**config.mk**
```make
export PLATFORM = sky130hd
export DESIGN_NAME = kernel_buffer_dispatcher
export DESIGN_NICKNAME = d
export VERILOG_FILES = /design/src/rtl/kernel_buffer_dispatcher.sv
export SDC_FILE = /design/constraint.sdc
export NUM_CORES = 1
export LEC_CHECK = 0
export BUFFER_PORTS_ARGS = -buffer_cell sky130_fd_sc_hd__clkbuf_2
export CAP_MARGIN = 20
export CORE_MARGIN = 8
export CORE_UTILIZATION = 55
export CTS_BUF_LIST = sky130_fd_sc_hd__clkbuf_8
export CTS_CLUSTER_SIZE = 28
export DETAILED_ROUTE_END_ITERATION = 12
export PLACE_DENSITY = 0.79
export REMOVE_ABC_BUFFERS = 1
export SLEW_MARGIN = 20
export SYNTH_ARGS = -nofsm -noshare
export SYNTH_HDL_FRONTEND = slang
export SYNTH_SLANG_ARGS = --single-unit
```
**constraint.sdc**
```tcl
create_clock -name clk -period 3.6 [get_ports clk]
set_input_delay 0.9 -clock clk [delete_from_list [all_inputs] [get_ports clk]]
set_output_delay 0.9 -clock clk [all_outputs]
set_load 0.05 [all_outputs]
```
**src/rtl/kernel_buffer_dispatcher.sv**
```systemverilog
`timescale 1ns/1ps
`default_nettype none
// ============================================================================
// Module   : kernel_buffer_dispatcher
// Purpose  : Registered, valid/ready kernel-buffer to PE-row dispatcher.
//            Replicates a selected bank across each group of G rows, with a
//            latched configuration, auto bank sequencing, row valid mask and
//            a sticky illegal-select flag.
// Revision : 1.0 - initial release
// ============================================================================
module kernel_buffer_dispatcher #(
  parameter int DEPTH = 2,
  parameter int D     = 1 << DEPTH,
  parameter int W     = 16
) (
  input  logic             clk,
  input  logic             rst_n,
  input  logic             cfg_valid_i,
  output logic             cfg_ready_o,
  input  logic [DEPTH-1:0] cfg_trc_i,
  input  logic             cfg_auto_i,
  input  logic             in_valid_i,
  output logic             in_ready_o,
  input  logic [W*D-1:0]   in_data_i,
  input  logic [DEPTH-1:0] in_sel_i,
  output logic             out_valid_o,
  input  logic             out_ready_i,
  output logic [W*D-1:0]   out_data_o,
  output logic [D-1:0]     out_mask_o,
  output logic             out_last_o,
  output logic             err_sel_o
);

  // Configuration and sequencing state
  logic [DEPTH-1:0] trc_q, trc_d;
  logic             auto_q, auto_d;
  logic [DEPTH-1:0] cnt_q, cnt_d;
  logic             err_q, err_d;

  // Output stage
  logic             out_valid_q, out_valid_d;
  logic [W*D-1:0]   out_data_q, out_data_d;
  logic [D-1:0]     out_mask_q, out_mask_d;
  logic             out_last_q, out_last_d;

  logic             w_cfg_load;
  logic             w_accept;
  logic [DEPTH-1:0] w_sel;
  logic             w_legal;

  logic [W-1:0]     w_bank      [D];
  logic [W-1:0]     w_cand_data [D][D];
  logic             w_cand_mask [D][D];

  // Config may only load into an empty pipeline and always wins over data.
  assign w_cfg_load = cfg_valid_i & ~out_valid_q;
  assign cfg_ready_o = ~out_valid_q;
  assign in_ready_o  = ~w_cfg_load & (~out_valid_q | out_ready_i);
  assign w_accept    = in_valid_i & in_ready_o;

  assign w_sel   = auto_q ? cnt_q : in_sel_i;
  assign w_legal = (w_sel <= trc_q);

  for (genvar b = 0; b < D; b++) begin : g_bank
    assign w_bank[b] = in_data_i[W*(b+1)-1 -: W];
  end

  // One candidate row mapping per group size; group geometry is fixed at
  // elaboration, so only an adder on the select is needed per row.
  for (genvar t = 0; t < D; t++) begin : g_grp
    localparam int GC  = t + 1;
    localparam int NGC = D / GC;
    for (genvar r = 0; r < D; r++) begin : g_row
      if (r < NGC * GC) begin : g_used
        localparam logic [DEPTH-1:0] BASE = DEPTH'((r / GC) * GC);
        logic [DEPTH-1:0] w_idx;
        assign w_idx             = BASE + w_sel;
        assign w_cand_data[t][r] = w_bank[w_idx];
        assign w_cand_mask[t][r] = 1'b1;
      end else begin : g_unused
        assign w_cand_data[t][r] = '0;
        assign w_cand_mask[t][r] = 1'b0;
      end
    end
  end

  // Next-state: config load, beat capture, counter advance and error latch.
  always_comb begin
    trc_d       = trc_q;
    auto_d      = auto_q;
    cnt_d       = cnt_q;
    err_d       = err_q;
    out_valid_d = out_valid_q;
    out_data_d  = out_data_q;
    out_mask_d  = out_mask_q;
    out_last_d  = out_last_q;

    if (w_cfg_load) begin
      trc_d  = cfg_trc_i;
      auto_d = cfg_auto_i;
      cnt_d  = '0;
      err_d  = 1'b0;
    end

    if (w_accept) begin
      out_valid_d = 1'b1;
      out_last_d  = w_legal & (w_sel == trc_q);
      for (int r = 0; r < D; r++) begin
        out_data_d[W*r +: W] = w_legal ? w_cand_data[trc_q][r] : '0;
        out_mask_d[r]        = w_legal & w_cand_mask[trc_q][r];
      end
      if (!w_legal) begin
        err_d = 1'b1;
      end
      if (auto_q) begin
        cnt_d = (cnt_q == trc_q) ? '0 : cnt_q + DEPTH'(1);
      end
    end else if (out_ready_i) begin
      out_valid_d = 1'b0;
    end
  end

  // State registers with asynchronous clear.
  always_ff @(posedge clk or negedge rst_n) begin
    if (!rst_n) begin
      trc_q       <= '0;
      auto_q      <= 1'b0;
      cnt_q       <= '0;
      err_q       <= 1'b0;
      out_valid_q <= 1'b0;
      out_data_q  <= '0;
      out_mask_q  <= '0;
      out_last_q  <= 1'b0;
    end else begin
      trc_q       <= trc_d;
      auto_q      <= auto_d;
      cnt_q       <= cnt_d;
      err_q       <= err_d;
      out_valid_q <= out_valid_d;
      out_data_q  <= out_data_d;
      out_mask_q  <= out_mask_d;
      out_last_q  <= out_last_d;
    end
  end

  assign out_valid_o = out_valid_q;
  assign out_data_o  = out_data_q;
  assign out_mask_o  = out_mask_q;
  assign out_last_o  = out_last_q;
  assign err_sel_o   = err_q;

endmodule
`default_nettype wire

```
Yosys cells after proc, flatten, opt, wreduce, memory -nomap -nowiden
Index checks and enable logic that the tools add are counted.
{"block": "totals", "reg_bits": 76, "wordCells": 69}
{"block": "op_classes", "add_sub_neg": 4, "order_cmp": 6, "n_eq_ne": 2, "n_mux": 32, "bitwise_logic": 16, "reduce_logical": 1}
{"operator": "two-way mux 16 bit", "count": 12}
{"operator": "binary-select mux 16 bit (select 2 bit)", "count": 4}
{"operator": "binary-select mux 64 bit (select 2 bit)", "count": 1}
{"operator": "two-way mux 64 bit", "count": 2}
{"operator": "greater-or-equal comparator 3 bit, second input constant", "count": 5}
{"operator": "inverter 2 -> 3 bit", "count": 5}
{"operator": "two-way mux 2 bit", "count": 5}
{"operator": "bitwise AND 1 bit", "count": 8}
{"operator": "binary-select mux 4 bit (select 2 bit)", "count": 1}
{"operator": "two-way mux 4 bit", "count": 2}
{"operator": "two-way mux 1 bit", "count": 5}
{"operator": "adder 2 bit, first input constant", "count": 2}
{"operator": "equality test 2 bit", "count": 2}
{"operator": "adder 1 x 2 -> 2 bit, first input constant", "count": 1}
{"operator": "adder 2 x 1 -> 2 bit, second input constant", "count": 1}
{"operator": "less-or-equal comparator 2 bit", "count": 1}
{"operator": "inverter 1 bit", "count": 2}
{"operator": "nonzero test 2 bit", "count": 1}
{"operator": "bitwise OR 1 bit", "count": 1}

Depth between registers and ports, before layout
Gate-level depths: netlist (run 1).
{"block": "logic_depth", "word_depth": 10, "depth_mapped": 14}

Worst setup path after synthesis (run 1)
No wires, ideal clock.
{"block": "synth_timing", "path_kind": "in2reg", "from": "input port in_sel_i[0]", "to": "register out_data_q[57] (netlist: out_data_o[57])", "setup_ns": 0.083, "arrival_ns": 3.295, "t_required_ns": 3.517, "path_slack_ns": 0.222, "stages": 13, "cell_sequence": "mux2_4 > buf_6 > inv_2 > buf_6 > clkbuf_1 > ha_1 > nor2b_1 > o21ai_1 > and2_1 > clkbuf_1 > clkbuf_1 > o2111ai_1 > o21ai_0"}
{"block": "synth_via", "elab_chain_len": 10, "elab_cells_between_ends": 20}
{"item": "from (decl)", "line_no": "25", "rtl": "input logic [DEPTH-1:0] in_sel_i,"}
{"item": "two-way mux 2 bit *", "line_no": "61", "rtl": "assign w_sel = auto_q ? cnt_q : in_sel_i;"}
{"item": "adder 2 bit", "line_no": "77", "rtl": "assign w_idx = BASE + w_sel;"}
{"item": "inverter 2 -> 3 bit (implied by the code)", "line_no": "78", "rtl": "assign w_cand_data[t][r] = w_bank[w_idx];"}
{"item": "binary-select mux 16 bit (select 2 bit)", "line_no": "78"}
{"item": "two-way mux 16 bit (implied by the code) (2 in series)", "line_no": "78"}
{"item": "binary-select mux 64 bit (select 2 bit)", "line_no": "109", "rtl": "out_data_d[W*r +: W] = w_legal ? w_cand_data[trc_q][r] : '0;"}
{"item": "two-way mux 64 bit (2 in series)"}
{"item": "two-way mux 16 bit *", "line_no": "109"}
{"item": "to (signal assigned)", "line_no": "140", "rtl": "out_data_q <= out_data_d;"}
{"item": "to (decl)", "line_no": "42", "rtl": "logic [W*D-1:0] out_data_q, out_data_d;"}
Every way passes the cells marked *; elsewhere a longest branch is shown, timed or not. The select of a mux whose other input is x is not followed.
A chain may end at the register's enable or synchronous reset.

Worst setup path after layout (run 1)
{"block": "layout_timing", "from": "input port in_sel_i[0]", "to": "register out_data_q[36] (netlist: out_data_o[36])"}
{"block": "layout_via", "elab_chain_len": 10, "elab_cells_between_ends": 15}
{"item": "two-way mux 2 bit *", "line_no": "61"}
{"item": "adder 2 bit", "line_no": "77"}
{"item": "inverter 2 -> 3 bit (implied by the code)", "line_no": "78"}
{"item": "binary-select mux 16 bit (select 2 bit)", "line_no": "78"}
{"item": "two-way mux 16 bit (implied by the code) (2 in series)", "line_no": "78"}
{"item": "binary-select mux 64 bit (select 2 bit)", "line_no": "109"}
{"item": "two-way mux 64 bit"}
{"item": "two-way mux 64 bit (implied by the code)", "line_no": "109"}
{"item": "two-way mux 16 bit *", "line_no": "109"}
Marked as above.

==> results of run 1 <==
==> placed cells by master (no fill, tap or decap), types with 3 or more instances in the layout <==
cell	netlist	layout
o2111ai_1	8	8
nand2b_1	20	20
dfrtp_1	74	74
nor2_1	12	9
a32o_1	5	5
nand3_1	6	6
a32oi_1	8	8
a22oi_1	11	11
o21ai_0	42	42
a22o_1	32	32
clkbuf_8	0	13
inv_1	2	4
nor2_2	0	3
a221oi_1	4	4
buf_4	6	16
o211a_1	8	8
clkbuf_2	0	145
mux4_2	18	18
mux2i_1	122	121
nand2_1	64	63
==> registers in the layout, indices dropped and copies added, names as in the netlist <==
| signal | count |
|---|---|
| auto_q | 1 |
| cnt_q | 2 |
| err_sel_o | 1 |
| out_data_o | 64 |
| out_last_o | 1 |
| out_mask_o | 2 |
| out_valid_o | 1 |
| trc_q | 2 |
==> power by group through the flow <==
| stage | sequential, mW | combinational [mW] | clock (mW) |
|---|---|---|---|
| 2_1_floorplan | 2.74 | 1.24 | 0 |
| 3_3_place_gp | 1.45 | 3.38 | 0 |
| 3_5_place_dp | 1.46 | 3.45 | 0 |
| 4_1_cts | 1.45 | 3.46 | 0.719 |
| 5_1_grt | 1.50 | 3.65 | 0.758 |
| 6_report | 1.45 | 3.46 | 0.709 |
==> cell type report <==
cell class / instances / share of cell area
repair buffers: 162 / 0.136
multi-input cells: 389 / 0.512
clock inverters: 3 / 0.00588
flip-flops and latches: 74 / 0.290
well taps: 133 / 0.0261
inverters: 4 / 0.00235
clock buffers: 13 / 0.0280
==> per-stage QoR <==
step                      power [mW]  hold WS (ps)  std cells  worst slack [ps]
after global placement          4.83           458        762               584
after CTS                       5.63           486        778               819
after floorplan                 3.97           604        467              -623
final                           5.62           483        778               759
after global routing            5.91           515        778               690
after detailed placement        4.91           467        762               424
==> cells by family after synthesis <==
| group | after synthesis | share of synthesized area |
|---|---|---|
| and+or+nand+nor | 111 | 0.0929 |
| DFF | 74 | 0.345 |
| muxes | 145 | 0.319 |
| adders and majority gates | 2 | 0.00467 |
| AOI/OAI and AO/OA | 127 | 0.176 |
| xor gates and xnor gates | 4 | 0.0114 |
| buffers and inverters | 51 | 0.0504 |
==> path summary, 6_finish.rpt <==
check                                               start                    endpoint
worst max register to register       trc_q[1]$_DFFE_PN0P_  out_data_o[36]$_DFFE_PN0P_
worst min register to register  out_data_o[5]$_DFFE_PN0P_   out_data_o[5]$_DFFE_PN0P_
min in group asynchronous                           rst_n  out_data_o[20]$_DFFE_PN0P_
worst min-delay path            out_data_o[5]$_DFFE_PN0P_   out_data_o[5]$_DFFE_PN0P_
worst max-delay path                          in_sel_i[0]  out_data_o[36]$_DFFE_PN0P_
max in group asynchronous                           rst_n  out_data_o[13]$_DFFE_PN0P_
==> layer usage <==
layer,global-route usage,wire (um),part of all wire
met1,0.325,6730,0.40
met2,0.429,8230,0.49
met3,0.0630,1650,0.098
met4,0.109,329,0.019
met5,0,0,0
==> worst max-delay path: cells and delay by family <==
kind,cells,cell delay [ps]
simple gates,2,380
mux,1,400
fa+ha+maj,1,130
compound gates,3,900
buf+inv,3,420
==> run_results.csv, run 1 <==
group,metric,value,unit
yosys,yosysMostFrequentCell,"mux2i_1",
yosys,synthArstFlopShare,1.00,
setup_path,rrSetupSlack,790,ps
yosys,synth_edf_count,0,
clock_tree,cts_buffer_depth,2,
sta,max_slew_margin,0.274,
place,gp_congestion,0.833,
setup_path,worstPathArrival,3150,ps
cells_and_area,fin_nets,716,
yosys,ys_ff_latch,74,
yosys,synthCells,514,
power,ir_drop,0.480,mV
worst_hold_path,whs_path_depth,2,
die,rows,36,
global_routing,grt_start_max_net_pins,75,
cells_and_area,drive_gt1_frac,0.327,
yosys,synthFlopType,"dfrtp_1",
cells_and_area,fin_area,6390,um2
global_routing,antenna_found_initial,0,
yosys,synth_top_cell_area_share,0.345,
routing,num_vias,4948,
clock_tree,clock_latency,370,ps
global_routing,grt_use_total,0.262,
sta,fin_tns_setup,0,ps
setup_path,max_stage_delay,400,ps
place,placed_area,6170,um2
die,ios,147,
yosys,synth-seq-area-share,0.345,
setup_path,cp_max_fo,15,
sta,fin_crit,2840,ps
power,switching_share,0.535,
cells_and_area,fin_util,0.663,
yosys,syn_area_per_cell,10.4,um2
cells_and_area,synthToLayoutAreaGrowth,19.1,%
clock_tree,htreeDepth,3,
place,hpwl,11.9,mm
routing,routed_wl,16.9,mm
die,die_y,115,um
yosys,synthesis.area,5360,um2
die,die-width,115,um
clock_tree,numCtsBuffers,9,
cells_and_area,multi_input_area,3270,um2
power,pwr-share-clk,0.126,
die,start_util,0.556,
power,p_switching,3.01,mW
place,portBuffers,146,
clock_tree,cts_resized,0,
sta,fmax,352,MHz
clock_tree,hold_buffers,0,
cells_and_area,filler_cell_count,824,
sta,setup_violations,0,
sta,hold_violations,0,
clock_tree,path_clk_slew,70,ps
power,power_frac_comb,0.615,
routing,ant_nets,0,
routing,drt-wirelength-per-cell,21.8,um
run_status,status,"finished clean",
sta,worst_pin_slew,1090,ps
setup_path,cp-end-kind,"flop",
yosys,synth_largest_area_cell,"dfrtp_1",
power,seqPwrFrac,0.259,
die,die_area,13200,um2
global_routing,overflow,0,
power,power_density,880,nW/um2
power,p_int,2.61,mW
power,leakage,3.24,nW
yosys,synth_warnings,0,
setup_path,rr_worst_depth,10,
cells_and_area,regArea,1850,um2
clock_tree,cts.sink_count,74,
setup_path,crit_type,"in2reg",
routing,via_per_inst,6.36,
sta,maxSlewViolCount,0,
sta,rsz0062_at_grt,"false",
sta,fin_worst_skew,4.85,ps
setup_path,cp_slowest_cell,"mux2_4",
yosys,synthDistinctLibCells,46,
clock_tree,cts_setup_buffers,0,
sta,min_period_over_period,0.789,
setup_path,crit_chain,"clkbuf_2 > mux2_4 > inv_2 > ha_1 > nor2b_1 > o21ai_1 > buf_4 > nand2_1 > o21ai_0 > a22o_1",
global_routing,grt_pass1_wl,27.1,mm
routing,drcViolationCount,0,
worst_hold_path,min_path_type,"reg2reg",
setup_path,required,3900,ps
routing,drt-initial-drc-count,372,
die,coreArea,9640,um2
clock_tree,root_buffer,"clkbuf_8",
yosys,yosys-top-cells-count,"mux2i_1, dfrtp_1, nand2_1, o21ai_0, a22o_1",
routing,first_pass_iters,5,
global_routing,grt_pass1_vias,5210,
cells_and_area,n_antenna_cell,0,
yosys,ys_top_cells_by_area,"dfrtp_1, mux2i_1, mux4_2",
run,cap_violations,0,
clock_tree,cts_tree,"yes",
setup_path,start_kind,"input pin",
Power figures use the tool's default switching activity.
==> run 2, diff against run 1 <==
- clock period: 3.6 -> 2.9 ns (I/O delays scaled with it)
==> run 2 against run 1 <==
Net effect: hold slack got worse by 5.9 ps; sequential power rose by 25%; power rose by 21%; via count fell by 0.71%; final cell count rose by 0.39%; non-clock buffer count rose by 7.
==> run_results.csv, run 2 (synthesized netlist as in run 1, its figures left out) <==
group,metric,value,unit
run_status,status,"finished clean",
clock_tree,cts_resized,0,
global_routing,grt_start_max_net_pins,75,
setup_path,start_kind,"flop",
clock_tree,cts_setup_buffers,0,
setup_path,rrSetupSlack,410,ps
cells_and_area,n_antenna_cell,0,
power,power_frac_comb,0.633,
sta,fin_crit,2490,ps
power,ir_drop,0.598,mV
cells_and_area,final_cell_mix,"clkbuf_2, mux2i_1, dfrtp_1",
sta,setup_violations,0,
cells_and_area,drive_gt1_frac,0.329,
routing,drt-initial-drc-count,457,
clock_tree,root_buffer,"clkbuf_8",
clock_tree,cts.sink_count,74,
sta,max_slew_margin,0.336,
sta,hold_ws,478,ps
power,power_density,1070,nW/um2
setup_path,worstPathArrival,2730,ps
die,ios,147,
cells_and_area,fin_nets,723,
clock_tree,path_clk_slew,70,ps
routing,routed_wl,16.8,mm
die,die_y,115,um
die,coreArea,9640,um2
sta,fmax,401,MHz
power,seqPwrFrac,0.266,
power,total_power,6.82,mW
clock_tree,numCtsBuffers,9,
routing,first_pass_iters,5,
sta,fin_worst_skew,11.5,ps
power,switching_share,0.546,
place,gp_congestion,0.856,
sta,rsz0062_at_grt,"false",
global_routing,grt_pass1_wl,26.9,mm
cells_and_area,largest_reg_flops,64,
power,leakage,3.23,nW
clock_tree,htreeDepth,3,
cells_and_area,synthToLayoutAreaGrowth,18.7,%
power,pwr-share-clk,0.101,
place,portBuffers,146,
routing,drcViolationCount,0,
power,p_int,3.10,mW
global_routing,grt_pass1_vias,5200,
routing,num_vias,4913,
setup_path,cp_max_fo,18,
cells_and_area,final_common_cell,"clkbuf_2",
power,p_switching,3.72,mW
routing,via_per_inst,6.29,
clock_tree,hold_buffers,0,
sta,worst_pin_slew,993,ps
die,rows,36,
sta,min_period_over_period,0.860,
place,hpwl,12.0,mm
worst_hold_path,hold_start,"err_sel_o$_DFF_PN0_",
clock_tree,cts_tree,"yes",
global_routing,grt_use_total,0.258,
global_routing,overflow,0,
routing,ant_nets,0,
setup_path,critPathLaunch,"cnt_q[1]$_DFF_PN0_",
routing,drt-wirelength-per-cell,21.5,um
setup_path,worstReg2RegStart,"cnt_q[1]$_DFF_PN0_",
die,start_util,0.556,
die,die-width,115,um
die,die_area,13200,um2
sta,hold_violations,0,
setup_path,crit_type,"reg2reg",
clock_tree,cts_buffer_depth,2,
setup_path,required,3140,ps
global_routing,antenna_found_initial,0,
setup_path,cp-end-kind,"flop",
run,cap_violations,0,
sta,maxSlewViolCount,0,
worst_hold_path,min_path_type,"reg2reg",
clock_tree,clock_latency,360,ps
[run 2: cell count changes in the layout (fill, tap and decap cells not counted)]
| cell | delta |
|---|---|
| buf_4 | +7 |
| clkbuf_8 | -3 |
| bufinv_16 | -1 |
| nor2_1 | +2 |
| inv_1 | -1 |
| nor2_2 | -2 |
| clkinv_2 | +1 |
[run 2: critical path: stages, from the launching register on]
cell and delay, ps:
dfrtp_1 580, mux2i_4 130, buf_4 270, nor2_1 800, a221oi_1 240, a32o_1 340
[run 2: power groups by stage]
stage	logic, mW	clock network, mW	registers (mW)
floorplan	1.54	0	3.40
global placement	4.24	0	1.81
detailed placement	4.32	0	1.82
CTS	4.33	0.693	1.81
global route	4.56	0.731	1.87
finish	4.32	0.691	1.81
[run 2: layout make-up]
type / count / area [um2]
Tap cell: 133 / 166
Inverter: 4 / 15.0
Timing Repair Buffer: 169 / 918
Sequential cell: 74 / 1850
Fill cell: 795 / 3270
Clock inverter: 2 / 8.76
Multi-Input combinational cell: 389 / 3270
Clock buffer: 10 / 138
[run 2: final timing paths]
kind	cells past startpoint	endpoint
max	5	out_data_o[50]$_DFFE_PN0P_
min	1	err_sel_o$_DFF_PN0_
max reg2reg	5	out_data_o[50]$_DFFE_PN0P_
min reg2reg	1	err_sel_o$_DFF_PN0_
max in group asynchronous	1	out_data_o[59]$_DFFE_PN0P_
min in group asynchronous	1	out_data_o[15]$_DFFE_PN0P_
[run 2: through the flow]
step	utilization	TNS, ps	instances	area, um2	setup WS (ps)
after floorplan	-	-54740	467	5110	-1320
after global placement	0.645	0	769	6220	272
after CTS	0.660	0	781	6360	448
after detailed placement	0.645	0	769	6220	197
after global routing	0.660	0	781	6360	228
final	0.660	0	781	6360	407
[run 2: routing by layer]
metal	up-vias	wire (um)	track usage
li1	2211	-	-
met1	2423	6800	0.319
met2	244	8190	0.432
met3	35	1510	0.0593
met4	0	302	0.0954
met5	-	0	0
